File: config.mk
export PLATFORM = sky130hd
export DESIGN_NAME = dest_sel_pipe_flat
export DESIGN_NICKNAME = d
export VERILOG_FILES = /design/src/rtl/dest_sel_pipe_if.sv /design/src/rtl/dest_sel_pipe.sv /design/src/flat_wrapper.sv
export SDC_FILE = /design/constraint.sdc
export NUM_CORES = 1
export LEC_CHECK = 0
export CAP_MARGIN = 15
export CORE_ASPECT_RATIO = 1.75
export CORE_UTILIZATION = 35
export CTS_BUF_LIST = sky130_fd_sc_hd__clkbuf_4 sky130_fd_sc_hd__clkbuf_8 sky130_fd_sc_hd__clkbuf_16
export DETAILED_ROUTE_END_ITERATION = 10
export GPL_ROUTABILITY_DRIVEN = 0
export GPL_TIMING_DRIVEN = 0
export PLACE_DENSITY = 0.73
export SLEW_MARGIN = 10
export SYNTH_ARGS = -nofsm -noshare
export SYNTH_HDL_FRONTEND = slang
export SYNTH_SLANG_ARGS = --single-unit
File: constraint.sdc
create_clock -name clk -period 1.25 [get_ports clk]
set_input_delay 0.25 -clock clk [delete_from_list [all_inputs] [get_ports clk]]
set_output_delay 0.25 -clock clk [all_outputs]
set_load 0.01 [all_outputs]
File: src/rtl/dest_sel_pipe_if.sv
// Bundle of decode-side inputs and hazard/write-back outputs of dest_sel_pipe.
// The pipe takes the slave modport; whoever drives decode takes the master modport.
interface dest_sel_pipe_if #(
    parameter int AW    = 5,
    parameter int DEPTH = 3
);
    logic [AW-1:0]       rd_r;
    logic [AW-1:0]       rd_i;
    logic [1:0]          dst_sel;
    logic                we_in;
    logic                stall;
    logic                flush;
    logic [AW-1:0]       src_a;
    logic [AW-1:0]       src_b;
    logic [DEPTH-1:0]    hit_a;
    logic [DEPTH-1:0]    hit_b;
    logic [DEPTH*AW-1:0] stage_dest;
    logic [DEPTH-1:0]    stage_we;
    logic [AW-1:0]       dest_o;
    logic                we_o;

    modport master (
        output rd_r, rd_i, dst_sel, we_in, stall, flush, src_a, src_b,
        input  hit_a, hit_b, stage_dest, stage_we, dest_o, we_o
    );

    modport slave (
        input  rd_r, rd_i, dst_sel, we_in, stall, flush, src_a, src_b,
        output hit_a, hit_b, stage_dest, stage_we, dest_o, we_o
    );
endinterface

File: src/rtl/dest_sel_pipe.sv
// Destination-register select plus a DEPTH-stage shift register of {dest, we}.
// Per-stage source-address match vectors feed the hazard and forwarding unit.
module dest_sel_pipe #(
    parameter int AW       = 5,
    parameter int DEPTH    = 3,
    parameter int LINK_REG = 31
) (
    input logic             clk,
    input logic             reset,
    dest_sel_pipe_if.slave  bus
);
    localparam logic [AW-1:0] LINK_ADDR = AW'(LINK_REG);

    logic [DEPTH-1:0][AW-1:0] dest_q;
    logic [DEPTH-1:0]         we_q;
    logic [AW-1:0]            sel_addr;
    logic [AW-1:0]            cap_dest;
    logic                     cap_we;

    // Register 0 is never tracked as a write, so its dest is zeroed too.
    always_comb begin
        sel_addr = '0;
        case (bus.dst_sel)
            2'b00:   sel_addr = bus.rd_r;
            2'b01:   sel_addr = bus.rd_i;
            2'b10:   sel_addr = LINK_ADDR;
            default: sel_addr = '0;
        endcase
        cap_we   = bus.we_in && (bus.dst_sel != 2'b11) && (sel_addr != '0);
        cap_dest = cap_we ? sel_addr : '0;
    end

    // A flush clears stage 0 even during a stall; the older stages only follow the stall.
    always_ff @(posedge clk) begin
        if (reset) begin
            dest_q <= '0;
            we_q   <= '0;
        end else begin
            if (!bus.stall) begin
                for (int k = 1; k < DEPTH; k++) begin
                    dest_q[k] <= dest_q[k-1];
                    we_q[k]   <= we_q[k-1];
                end
            end
            if (bus.flush) begin
                dest_q[0] <= '0;
                we_q[0]   <= 1'b0;
            end else if (!bus.stall) begin
                dest_q[0] <= cap_dest;
                we_q[0]   <= cap_we;
            end
        end
    end

    always_comb begin
        bus.hit_a = '0;
        bus.hit_b = '0;
        for (int k = 0; k < DEPTH; k++) begin
            bus.hit_a[k] = we_q[k] && (dest_q[k] == bus.src_a) && (bus.src_a != '0);
            bus.hit_b[k] = we_q[k] && (dest_q[k] == bus.src_b) && (bus.src_b != '0);
        end
    end

    assign bus.stage_dest = dest_q;
    assign bus.stage_we   = we_q;
    assign bus.dest_o     = dest_q[DEPTH-1];
    assign bus.we_o       = we_q[DEPTH-1];
endmodule

File: src/flat_wrapper.sv
// flat-port wrapper written by rule: the top's interface ports become plain ports
module dest_sel_pipe_flat 
#(
    parameter int AW       = 5,
    parameter int DEPTH    = 3,
    parameter int LINK_REG = 31
)
  (clk, reset, bus_rd_r, bus_rd_i, bus_dst_sel, bus_we_in, bus_stall, bus_flush, bus_src_a, bus_src_b, bus_hit_a, bus_hit_b, bus_stage_dest, bus_stage_we, bus_dest_o, bus_we_o);
  dest_sel_pipe_if #(.AW(AW), .DEPTH(DEPTH)) bus_i ();
  input logic clk;
  input logic reset;
  input wire logic [$bits(bus_i.rd_r)-1:0] bus_rd_r;
  input wire logic [$bits(bus_i.rd_i)-1:0] bus_rd_i;
  input wire logic [$bits(bus_i.dst_sel)-1:0] bus_dst_sel;
  input wire logic [$bits(bus_i.we_in)-1:0] bus_we_in;
  input wire logic [$bits(bus_i.stall)-1:0] bus_stall;
  input wire logic [$bits(bus_i.flush)-1:0] bus_flush;
  input wire logic [$bits(bus_i.src_a)-1:0] bus_src_a;
  input wire logic [$bits(bus_i.src_b)-1:0] bus_src_b;
  output wire logic [$bits(bus_i.hit_a)-1:0] bus_hit_a;
  output wire logic [$bits(bus_i.hit_b)-1:0] bus_hit_b;
  output wire logic [$bits(bus_i.stage_dest)-1:0] bus_stage_dest;
  output wire logic [$bits(bus_i.stage_we)-1:0] bus_stage_we;
  output wire logic [$bits(bus_i.dest_o)-1:0] bus_dest_o;
  output wire logic [$bits(bus_i.we_o)-1:0] bus_we_o;
  assign bus_i.rd_r = bus_rd_r;
  assign bus_i.rd_i = bus_rd_i;
  assign bus_i.dst_sel = bus_dst_sel;
  assign bus_i.we_in = bus_we_in;
  assign bus_i.stall = bus_stall;
  assign bus_i.flush = bus_flush;
  assign bus_i.src_a = bus_src_a;
  assign bus_i.src_b = bus_src_b;
  assign bus_hit_a = bus_i.hit_a;
  assign bus_hit_b = bus_i.hit_b;
  assign bus_stage_dest = bus_i.stage_dest;
  assign bus_stage_we = bus_i.stage_we;
  assign bus_dest_o = bus_i.dest_o;
  assign bus_we_o = bus_i.we_o;
  dest_sel_pipe #(.AW(AW), .DEPTH(DEPTH), .LINK_REG(LINK_REG)) u_core (.clk(clk), .reset(reset), .bus(bus_i));
endmodule
==> metrics <==
Pins Over Slew Limit 0; Antenna Violating Nets Remaining 0; Seq cells post-synth 18; Critical Path RT 1.00 ns; clk sinks 18; first-pass GRT wire length 6270 µm; Post-Syn Instances 136; total track usage 24.0%; Clock Path Buffers 2; mux contribution to synthesized area 10.2%; Clock transition at path regs 0.07 ns; Initial Util 37.0%; largest net degree at the start of global routing 11; Worst-Skew Late Latency 0.26 ns; num rows 27; Synth Area per Inst 8.63 µm²; register area share after synthesis 30.7%; Slew headroom 73.1%; main combinational cell family by area after synthesis XOR/XNOR gates; # setup viols final 6; status complete, but fails checks; Hold WC Path Type in2reg; H-tree depth 1; Overflow after GRT 0; post-synthesis cell area 0.00117 mm²; clock period minus worst slack 1.64 ns; Setup WS pre-CTS -1.08 ns; Adder-Cell Fraction of Synth Area 0%; RSZ-0062 raised after global routing true; CTS root buf clkbuf_8; pwr dens 646 mW/mm²; Iteration-0 DRC Markers 25; hold_sp bus_rd_i[0]; DR pass1 iterations 4; Fillers 271; DP Wirelength 2880 µm; Synth area leader dfxtp_1; Critical Path AT 1.39 ns; Area Overhead vs Synth 85.0%; max cap viols 0; crit path launch u_core.bus.stage_dest[7]; TritonCTS clock tree built; r2r setup slk 0.45 ns; share of cells above drive strength 1 44.6%; initial antenna violation count 0; Final WS setup -0.394 ns; fin util 68.4%; footprint of the multi-input gates 900 µm²; CP endpoint kind output pin; Slew @ Worst Pin 0.398 ns; Unique masters post-synth 31; CP startpoint kind flip-flop; I/O pin count 57; post-synthesis compound-gate area fraction 9.17%; Via Count 1349; critical path type reg2out; core area 0.00318 mm²; Storage cell area 403 µm²; DRC viols 0; cts-stage hold buffer count 0; Fmax 0.608 GHz; final hold vios 0; part of the cycle the worst path needs 131%; WL final 4170 µm; vias in the first global route 1359; Die Y 78.6 µm; worst reg2reg startpoint u_core.bus.dest_o[0]; xor/xnor cell area share of the yosys netlist 22.4%; clock skew 0.00149 ns; port buffer count 55; Post-Synth Simple-Gate Area 20.6%; wire per inst 16.3 µm; Warnings, synthesis 0; Max VDD drop 0.577 mV; failing checks setup timing; P_leak 1.02 nW; total die area 0.00360 mm²; Synth top area share 30.7%; drt via density 5.27; nets 241; Die Width 45.8 µm; Syn Nets 163; n_diodes 0; CTS buffer count 3; synth top area cells dfxtp_1, xnor2_1, mux2i_1; critical path fanouts, max 5
-- repair_timing --
| action | CTS | global route |
|---|---|---|
| setup buffers | 8 | 10 |
| gates cloned | 0 | 0 |
| endpoints found under the setup margin | 41 | 19 |
| pin swaps | 13 | 10 |
| gates resized for setup | 151 | 31 |
-- critical path, cell delays in order, from the launching register on --
cell and delay, ns:
dfxtp_2 0.35, xnor2_1 0.23, nand4_1 0.19, nor4_4 0.19, buf_2 0.17
-- synthesized netlist by cell type, drive strengths merged --
cell type / instances
a21oi: 2
a22oi: 1
a2bb2oi: 1
and2: 1
buf: 9
clkbuf: 2
dfxtp: 18
inv: 2
mux2i: 12
nand2: 3
nand2b: 1
nand3: 4
nand3b: 1
nand4: 6
nor2: 19
nor2b: 1
nor3: 1
nor4: 6
o21ai: 7
o2bb2ai: 1
o311ai: 3
o41a: 1
or2: 1
or3: 1
or4: 2
xnor2: 18
xor2: 12
-- layer usage --
layer | GRT usage, % | wire length, µm
met3 | 4.37 | 158
met4 | 12.6 | 164
met5 | 0 | 0
met2 | 43.7 | 2410
met1 | 23.9 | 1440
-- registers in the layout, summed over array words and instances (netlist names) --
name / flops
u_core.bus.dest_o: 5
u_core.bus.stage_dest: 10
u_core.bus.stage_we: 3
-- placed cells by master (no fill, tap or decap), types with 2 or more instances in the layout --
cell / synthesis / routed
dlymetal6s2s_1: 0 / 5
buf_2: 2 / 9
xnor2_1: 18 / 12
o21ai_0: 7 / 4
clkbuf_8: 0 / 5
xor2_1: 12 / 12
dlygate4sd2_1: 0 / 15
buf_8: 0 / 3
nor4_2: 0 / 3
nor2_4: 0 / 2
buf_6: 1 / 10
nand4_1: 6 / 6
clkdlybuf4s50_1: 0 / 9
clkdlybuf4s15_1: 0 / 7
xnor2_2: 0 / 6
nor2_1: 17 / 16
buf_4: 6 / 20
o21ai_2: 0 / 2
clkbuf_2: 0 / 4
nand3_1: 4 / 4
nor4_4: 0 / 3
inv_1: 2 / 2
o311ai_0: 2 / 2
or4_4: 0 / 2
mux2i_1: 12 / 12
dfxtp_4: 0 / 8
dfxtp_2: 0 / 10
a21oi_1: 2 / 2
nand2_1: 3 / 3
-- area by class of cell --
cell class	instances	area share (%)
inverters	2	0.346
well taps	43	2.48
plain buffers	11	4.21
repair buffers	73	30.4
flip-flops and latches	18	18.6
clock buffers	4	2.54
multi-input cells	105	41.4
-- report_power, final --
group / leakage [nW] / internal, mW / switching [mW]
registers: 0.157 / 0.566 / 0.0129
logic: 0.835 / 0.185 / 0.158
clock network: 0.0288 / 0.280 / 0.200
total: 1.02 / 1.03 / 0.371
-- worst paths after layout --
check,to,depth (start not counted)
worst max register to register,u_core.bus.dest_o[0],3
worst max-delay path,bus_hit_b[1],4
worst min-delay path,u_core.bus.stage_dest[0],5
worst min register to register,u_core.bus.stage_we[0],2
-- logic make-up (layout without fill, tap and decap cells) --
logic type      after synthesis  in the layout
flops                        18             18
xor+xnor                     30             30
simple gates                 47             47
compound gates               16             16
mux                          12             12
buf+inv                      13             90
-- through the flow --
stage | cell area, µm² | instances | setup TNS, ns | hold slack, ns | power [mW]
global route | 2170 | 256 | -2.31 | 0.469 | 1.45
CTS | 2030 | 246 | -2.29 | 0.482 | 1.37
global placement | 1840 | 234 | -11.00 | 0.540 | 0.876
detailed placement | 1840 | 234 | -11.70 | 0.541 | 0.882
floorplan | 1230 | 136 | -0.0663 | 0.322 | 0.733
finish | 2170 | 256 | -2.00 | 0.465 | 1.40
No activity file was read; power rests on OpenSTA's default activity.
